<file path="config.mk">
export PLATFORM = sky130hd
export DESIGN_NAME = pixel_packer
export DESIGN_NICKNAME = d
export VERILOG_FILES = /design/src/rtl/pixel_packer.sv
export SDC_FILE = /design/constraint.sdc
export NUM_CORES = 1
export LEC_CHECK = 0
export ABC_AREA = 1
export CORE_MARGIN = 2
export CORE_UTILIZATION = 49
export DETAILED_ROUTE_END_ITERATION = 10
export PLACE_DENSITY = 0.65
export SLEW_MARGIN = 25
export SYNTH_ARGS = -nofsm -noshare
export SYNTH_HDL_FRONTEND = slang
export SYNTH_SLANG_ARGS = --single-unit
</file>
<file path="constraint.sdc">
create_clock -name clk -period 16.3 [get_ports clk]
set_input_delay 3.26 -clock clk [delete_from_list [all_inputs] [get_ports clk]]
set_output_delay 3.26 -clock clk [all_outputs]
set_load 0.03 [all_outputs]
</file>
<file path="src/rtl/pixel_packer.sv">
// pixel_packer
//   Packs the per-pixel shade stream from the ray-march pipeline into
//   PIX_PER_BEAT-pixel beats, buffers them in a first-word-fall-through FIFO
//   and presents them as an AXI4-Stream video master (tuser = start of frame,
//   tlast = end of line). The upstream cannot be stalled, so any beat that
//   finds the FIFO full is dropped and reported through a sticky flag.
//
// Ports
//   clk         rising-edge clock
//   rst         synchronous, active-high reset
//   shade_in    pixel colour, sampled when valid_in=1
//   valid_in    pixel strobe (no ready; every strobe is taken)
//   sof_in      pixel is the first of a frame
//   eol_in      pixel is the last of a line
//   m_tdata     packed beat, pixel 0 in the LSBs
//   m_tvalid    beat available
//   m_tready    downstream accept
//   m_tuser     beat starts a frame
//   m_tlast     beat ends a line
//   fifo_level  beats currently held in the FIFO
//   overflow    sticky: a completed beat was dropped on a full FIFO
//   align_err   sticky: sof/eol arrived off a beat boundary

`ifndef COLOR_WIDTH
`define COLOR_WIDTH 24
`endif

module pixel_packer #(
    parameter int COLOR_W      = `COLOR_WIDTH,
    parameter int PIX_PER_BEAT = 2,
    parameter int FIFO_DEPTH   = 16,
    parameter int LVL_W        = $clog2(FIFO_DEPTH) + 1
) (
    input  logic                              clk,
    input  logic                              rst,
    input  logic [COLOR_W-1:0]                shade_in,
    input  logic                              valid_in,
    input  logic                              sof_in,
    input  logic                              eol_in,
    output logic [COLOR_W*PIX_PER_BEAT-1:0]   m_tdata,
    output logic                              m_tvalid,
    input  logic                              m_tready,
    output logic                              m_tuser,
    output logic                              m_tlast,
    output logic [LVL_W-1:0]                  fifo_level,
    output logic                              overflow,
    output logic                              align_err
);

    localparam int BEAT_W  = COLOR_W * PIX_PER_BEAT;
    localparam int ENTRY_W = BEAT_W + 2;
    localparam int IDX_W   = (PIX_PER_BEAT > 1) ? $clog2(PIX_PER_BEAT) : 1;
    localparam int PTR_W   = (FIFO_DEPTH > 1) ? $clog2(FIFO_DEPTH) : 1;

    localparam logic [IDX_W-1:0] LAST_IDX = IDX_W'(PIX_PER_BEAT - 1);
    localparam logic [PTR_W-1:0] LAST_PTR = PTR_W'(FIFO_DEPTH - 1);
    localparam logic [LVL_W-1:0] FULL_LVL = LVL_W'(FIFO_DEPTH);

    typedef enum logic {
        COLLECT   = 1'b0,
        FLUSH_PAD = 1'b1
    } state_t;

    // Insert one pixel into its slot of a beat; other slots are kept.
    function automatic logic [BEAT_W-1:0] put_slot(
        input logic [BEAT_W-1:0]  beat,
        input logic [IDX_W-1:0]   slot,
        input logic [COLOR_W-1:0] px
    );
        logic [BEAT_W-1:0] r;
        r = beat;
        for (int i = 0; i < PIX_PER_BEAT; i++) begin
            if (slot == IDX_W'(i)) begin
                r[i*COLOR_W +: COLOR_W] = px;
            end
        end
        return r;
    endfunction

    // Pointer advance with explicit wrap so any depth is handled.
    function automatic logic [PTR_W-1:0] next_ptr(input logic [PTR_W-1:0] p);
        return (p == LAST_PTR) ? '0 : p + PTR_W'(1);
    endfunction

    state_t               state;
    state_t               next_state;
    logic [IDX_W-1:0]     idx;
    logic [BEAT_W-1:0]    pack_data_p0;
    logic                 pack_user_p0;
    logic [BEAT_W-1:0]    flush_data_p1;
    logic                 flush_user_p1;

    logic [IDX_W-1:0]     eff_idx;
    logic                 misalign_sof;
    logic [BEAT_W-1:0]    base_data;
    logic                 base_user;
    logic [BEAT_W-1:0]    merged_data;
    logic                 merged_user;
    logic                 last_slot;
    logic                 beat_done;
    logic                 early_eol;

    logic                 push;
    logic [ENTRY_W-1:0]   push_entry;
    logic                 pop;
    logic                 wr_en;

    logic [ENTRY_W-1:0]   mem [FIFO_DEPTH];
    logic [PTR_W-1:0]     wr_ptr;
    logic [PTR_W-1:0]     rd_ptr;
    logic [ENTRY_W-1:0]   head;

    // ---- stage p0: slot placement of the incoming pixel ----
    // A sof always starts a fresh beat in slot 0; if it lands mid-beat the
    // partial beat collected so far is thrown away.
    always_comb begin
        eff_idx      = sof_in ? '0 : idx;
        misalign_sof = valid_in && sof_in && (idx != '0);
        base_data    = misalign_sof ? '0 : pack_data_p0;
        base_user    = misalign_sof ? 1'b0 : pack_user_p0;
        merged_data  = put_slot(base_data, eff_idx, shade_in);
        merged_user  = (eff_idx == '0) ? sof_in : base_user;
        last_slot    = (eff_idx == LAST_IDX);
        beat_done    = valid_in && last_slot;
        early_eol    = valid_in && eol_in && !last_slot;
    end

    always_ff @(posedge clk) begin
        if (rst) begin
            state <= COLLECT;
        end else begin
            state <= next_state;
        end
    end

    // A padded beat is pushed from FLUSH_PAD one cycle after its early eol.
    // A pixel arriving meanwhile only ever fills slot 0, so it can never
    // complete a beat in the same cycle (PIX_PER_BEAT=1 never flushes).
    always_comb begin
        next_state = COLLECT;
        push       = 1'b0;
        push_entry = '0;
        if (early_eol) begin
            next_state = FLUSH_PAD;
        end
        if (state == FLUSH_PAD) begin
            push       = 1'b1;
            push_entry = {flush_user_p1, 1'b1, flush_data_p1};
        end else if (beat_done) begin
            push       = 1'b1;
            push_entry = {merged_user, eol_in, merged_data};
        end
    end

    always_ff @(posedge clk) begin
        if (rst) begin
            idx           <= '0;
            pack_data_p0  <= '0;
            pack_user_p0  <= 1'b0;
            flush_data_p1 <= '0;
            flush_user_p1 <= 1'b0;
        end else if (valid_in) begin
            if (beat_done) begin
                idx          <= '0;
                pack_data_p0 <= '0;
                pack_user_p0 <= 1'b0;
            end else if (early_eol) begin
                flush_data_p1 <= merged_data;
                flush_user_p1 <= merged_user;
                idx           <= '0;
                pack_data_p0  <= '0;
                pack_user_p0  <= 1'b0;
            end else begin
                pack_data_p0 <= merged_data;
                pack_user_p0 <= merged_user;
                idx          <= eff_idx + IDX_W'(1);
            end
        end
    end

    // ---- stage p1: FIFO write / read ----
    // Writing into a full FIFO is legal only when the head leaves the same
    // cycle; the freed slot is the one the write pointer addresses.
    always_comb begin
        pop   = m_tvalid && m_tready;
        wr_en = push && ((fifo_level != FULL_LVL) || pop);
    end

    always_ff @(posedge clk) begin
        if (wr_en) begin
            mem[wr_ptr] <= push_entry;
        end
    end

    always_ff @(posedge clk) begin
        if (rst) begin
            wr_ptr     <= '0;
            rd_ptr     <= '0;
            fifo_level <= '0;
            overflow   <= 1'b0;
            align_err  <= 1'b0;
        end else begin
            if (wr_en) begin
                wr_ptr <= next_ptr(wr_ptr);
            end
            if (pop) begin
                rd_ptr <= next_ptr(rd_ptr);
            end
            if (wr_en && !pop) begin
                fifo_level <= fifo_level + LVL_W'(1);
            end else if (!wr_en && pop) begin
                fifo_level <= fifo_level - LVL_W'(1);
            end
            if (push && !wr_en) begin
                overflow <= 1'b1;
            end
            if ((state == FLUSH_PAD) || misalign_sof) begin
                align_err <= 1'b1;
            end
        end
    end

    // ---- output: fall-through head, forced to zero while empty ----
    always_comb begin
        head     = mem[rd_ptr];
        m_tvalid = (fifo_level != '0);
        m_tdata  = m_tvalid ? head[BEAT_W-1:0] : '0;
        m_tlast  = m_tvalid ? head[BEAT_W]     : 1'b0;
        m_tuser  = m_tvalid ? head[BEAT_W+1]   : 1'b0;
    end

endmodule

</file>
# Word-level counts from Yosys, hierarchy flattened
# Memory sizes are Yosys's and may differ from the RTL's. A register that Yosys moved wholly into a read port is not among the register bits.
# Index checks and enable logic that the tools add are counted.
[totals]
regBits = 115
memories = 1
input_bits = 30
mem_bits_rw = 800
output_inout_bits = 58
[classes]
addsub = 5
muxes = 28
eq_ne = 3
n_reduce_logical = 18
bitwise_logic = 1
[memory_table]
columns = ["memory", "depth", "width", "read_ports", "rd_clocked_by_memory_dff", "wr", "line", "rtl"]
rows = [
  ["mem", 16, 50, 1, 1, 1, "108", "logic [ENTRY_W-1:0] mem [FIFO_DEPTH];"],
]
[ops]
columns = ["op", "n"]
rows = [
  ["48-bit 2-to-1 mux", 4],
  ["50-bit 2-to-1 mux", 2],
  ["24-bit 2-to-1 mux", 2],
  ["4-bit 2-to-1 mux", 4],
  ["1-bit 2-to-1 mux", 14],
  ["1-bit logical AND", 10],
  ["5-bit 2-to-1 mux", 2],
  ["4-bit by 1-bit adder with 4-bit output (second input constant)", 2],
  ["4-bit equality test (second input constant)", 2],
  ["5-bit by 1-bit adder with 5-bit output (second input constant)", 1],
  ["5-bit != test (second input constant)", 1],
  ["5-bit nonzero test", 1],
  ["5-bit by 1-bit subtractor with 5-bit output (second input constant)", 1],
  ["1-bit logical NOT", 3],
  ["3-bit AND reduction", 1],
  ["1-bit logical OR", 2],
  ["2-bit nonzero test", 1],
  ["1-bit adder (second input constant)", 1],
  ["1-bit inverter", 1],
]

# Longest topological paths before layout
[logic_depth]
word_depth = 9
depth_mapped = 15
depth_no_buf = 15

# Worst setup path before layout
# OpenSTA, ideal clock, no wires.
[synth_path]
kind = "input -> register"
start = "input port sof_in"
end = "memory mem[12][0] (netlist name), enable pin"
setup_time_ns = 0.520
setup_slack_ns = 8.389
n_path_buf = 2
t_required_ns = 15.780
t_arrival_ns = 7.391
cell_stages = 7
path_cell_list = "inv_2 clkbuf_1 nand2_1 nand2_1 nand2_2 buf_2 nor3_1"
[synth_via]
elab_chain_len = 7
[synth_lines]
columns = ["element", "line", "rtl"]
rows = [
  ["start, declared", "38", "input logic sof_in,"],
  ["1-bit 2-to-1 mux", "117", "eff_idx = sof_in ? '0 : idx;"],
  ["1-bit logical AND", "124", "beat_done = valid_in && last_slot;"],
  ["1-bit 2-to-1 mux", "149", "end else if (beat_done) begin"],
  ["1-bit 2-to-1 mux", "146", "if (state == FLUSH_PAD) begin"],
  ["1-bit logical AND", "186", "wr_en = push && ((fifo_level != FULL_LVL) || pop);"],
  ["1-bit 2-to-1 mux", "190", "if (wr_en) begin"],
  ["1-bit 2-to-1 mux (implied by the code)", "191", "mem[wr_ptr] <= push_entry;"],
  ["end, declared", "108", ""],
]
# Every way passes these cells.

==> summary.txt <==
Power
  – Peak supply drop: 0.103 mV
  – Comb pwr share: 25.6%
  – Int Pwr: 4.32 mW
  – Net Sw Frac: 32.9%
  – Clock power share: 33.7%
  – Leak Pwr: 18.0 nW
  – Net switching power: 2.12 mW
  – Register share of total power: 40.7%
  – Power per cell area: 145 mW/mm^2

Placed design
  – DP Worst Slack: 8.32 ns
  – GP Congestion: 0.788
  – DP HPWL: 54700 um
  – PortBufs: 87

Synthesis
  – Count of cell types in the netlist: 28
  – Async SR Flop Fraction: 0%
  – Synth Register Bits: 919
  – Yosys warns: 0
  – Syn Nets: 4023
  – Post-synth EDFFs: 800
  – Main synth FF type: edfxtp_1
  – Post-synth top area cell: edfxtp_1
  – Sequential fraction of the synthesis area: 67.1%
  – Synth Instances: 3983
  – Synth top area share: 61.0%
  – Post-Syn Area: 0.0394 mm^2
  – Mean post-synth cell area: 9.88 um^2
  – Synth top area cells: edfxtp_1 (61%), nand2_1 (13%), nand3_1 (6.8%)

Finish
  – Ant. Diodes: 0
  – Area of the multi-input gates: 0.0101 mm^2
  – Most frequent cells in the layout: nand2_1 (1362), edfxtp_1 (800), nand3_1 (537), inv_1 (531), a21oi_1 (157)
  – Share of layout cells above drive strength 1: 6.64%
  – P&R area growth vs syn: 13.1%
  – FF/Latch Area: 0.0264 mm^2
  – Nets@finish: 4057
  – Commonest non-fill, non-tap cell in the layout: nand2_1
  – # fillers: 6682

Setup path
  – FF-to-FF Start: idx
  – Worst-path fanout max: 189
  – CP Launch Type: flip-flop
  – Reg-to-reg slack, setup: 12.27 ns
  – Crit-path max cell delay: 0.87 ns
  – Worst Setup End Kind: output port
  – Critical Path RT: 13.04 ns
  – Worst path cell trace: inv_8 > buf_12 > buf_4 > nand2_1 > nand2_1 > nand2_1 > nand3_1 > nand3_1 > a21oi_1 > clkdlybuf4s50_1
  – Kind of critical path: flip-flop to output port
  – Capture point of the worst reg-to-reg path: mem[15][15]
  – Most used cell, CP: nand2_1
  – Cell with the largest stage delay on the worst path: buf_4
  – WP data arrival: 5.47 ns
  – Buf/Inv on CP: 4
  – Crit path max-delay family: buffers and inverters
  – Reg2Reg Depth: 7

STA
  – Final setup fails: 0
  – Setup Skew: 0.0381 ns
  – Slew margin rel.: 22.9%
  – Worst slew pin tran: 1.16 ns
  – Final Cycle Share: 53.6%
  – Setup tns final: 0 ns
  – Pins over their slew limit: 0
  – RSZ-0062 raised after global routing: false
  – PnR worst setup slack: 7.57 ns
  – Fmax: 115 MHz
  – Crit path time final: 8.73 ns
  – Final hold viol count: 0

Floorplan
  – Starting density of the core: 49.7%
  – Die H: 287 um
  – Rows: 103
  – Die area: 0.0826 mm^2
  – Core Area: 0.0793 mm^2
  – Chip Width: 287 um
  – Top Ports: 88

Drt
  – Final wirelength: 108000 um
  – Starting DRC count in detailed routing: 3195
  – Via density per instance: 5.41
  – Vias: 27900
  – WL/cell: 21.0 um
  – Post-route DRC: 0
  – Final ANT Viol Nets: 0
  – Drt pass-1 iters: 6

Worst hold path
  – Min-Delay Endpoint: flush_data_p1[7]
  – Min-Delay Path Class: flip-flop to flip-flop
  – Hold path startpoint: flush_data_p1[7]
  – Hold Path Depth: 2

Clock tree
  – Post-cts sizing count: 0
  – Buffer depth of the longest clock path: 3
  – Clock Pin Slew Worst Setup and Hold Paths: 0.06 ns
  – Post-CTS setup buffer count: 0
  – Root buffer cell: clkbuf_16
  – Hold_buf cts: 0
  – CTS tree: yes
  – Htree depth: 3
  – Sink Count: 919
  – Clk_lat worst skew: 0.66 ns
  – CTS buffer count: 93

GRT
  – Total track usage: 26.0%
  – Initial antenna violation count: 0
  – Overflow left after global routing: 0
  – First-pass GRT wire length: 160000 um
  – Vias in the first global route: 26200
  – Pin count of the biggest net entering global routing: 190

Job
  – Maxcap violations: 0

Status
  – Status: finished clean
==> tightest hold or removal path, delay by kind of cell (launching register included) <==
kind,cells,cell delay (ns)
compound gates,1,0.06
flops,1,0.30
buf+inv,1,0.06
==> worst max path at each step <==
stage                              to  slack (ns)  cells after the start
final                     m_tdata[22]        7.57                     10
after global routing      m_tdata[22]        7.36                     10
after CTS                 m_tdata[22]        7.61                     10
after detailed placement  m_tdata[22]        8.32                     10
after global placement    m_tdata[22]        8.31                     10
after floorplan            mem[12][0]        8.39                      7
==> metal layers <==
metal	global-route usage (%)	share of wire (%)	up-vias
li1	-	-	13100
met3	4.43	7.9	185
met1	35.4	42	13400
met5	0	0	-
met2	42.4	47	1164
met4	9.27	3.3	0
==> power groups by stage <==
stage,sequential (mW),clock [mW],combinational (mW)
after floorplan,2.64,0,1.09
after global placement,2.67,0,1.62
after detailed placement,2.67,0,1.63
after CTS,2.62,2.19,1.65
after global routing,2.62,2.29,1.79
final,2.62,2.17,1.65
==> synth_stat cells, types with 2 or more instances <==
| master | instances |
|---|---|
| buf_4 | 5 |
| ha_1 | 9 |
| buf_2 | 98 |
| buf_6 | 3 |
| inv_1 | 536 |
| dfxtp_1 | 119 |
| a21oi_1 | 157 |
| o22ai_1 | 15 |
| buf_1 | 34 |
| o21ai_1 | 30 |
| inv_2 | 5 |
| edfxtp_1 | 800 |
| o21ai_0 | 110 |
| xor2_1 | 2 |
| nand2_1 | 1362 |
| nor3_1 | 16 |
| nand2_2 | 3 |
| nor2_1 | 20 |
| nand4_1 | 24 |
| clkbuf_1 | 91 |
| nand3_1 | 537 |
==> layout make-up <==
cell class / instances / share of cell area [%]
Inverter: 541 / 4.60
Multi-Input combinational cell: 2292 / 22.7
Clock buffer: 133 / 5.95
Sequential cell: 919 / 59.3
Tap cell: 1050 / 2.95
Timing Repair Buffer: 170 / 3.41
Clock inverter: 42 / 1.06
==> through the flow <==
stage,area (um^2),hold slack (ns),util (%),power (mW),std cells
2_1_floorplan,39400,0.430,-,3.73,3983
3_3_place_gp,41300,0.440,52.1,4.29,4970
3_5_place_dp,41300,0.446,52.1,4.30,4971
4_1_cts,44400,0.455,56.0,6.45,5146
5_1_grt,44500,0.480,56.2,6.70,5147
6_report,44500,0.460,56.2,6.44,5147
==> flip-flops by register name, summed over array words and instances (netlist names), 4 cells and up, named ones only <==
signal / cells
mem: 800
flush_data_p1: 48
pack_data_p0: 48
fifo_level: 5
rd_ptr: 4
wr_ptr: 4
==> kinds of logic after synthesis <==
kind of cell	synth area share, %
AND/OR/NAND/NOR	20.7
flip-flops	67.1
buffers and inverters	7.78
AO/OA/AOI/OAI	4.05
adder cells (fa/ha/maj)	0.337
XOR/XNOR	0.0667
(Power assumes the default switching activity.)
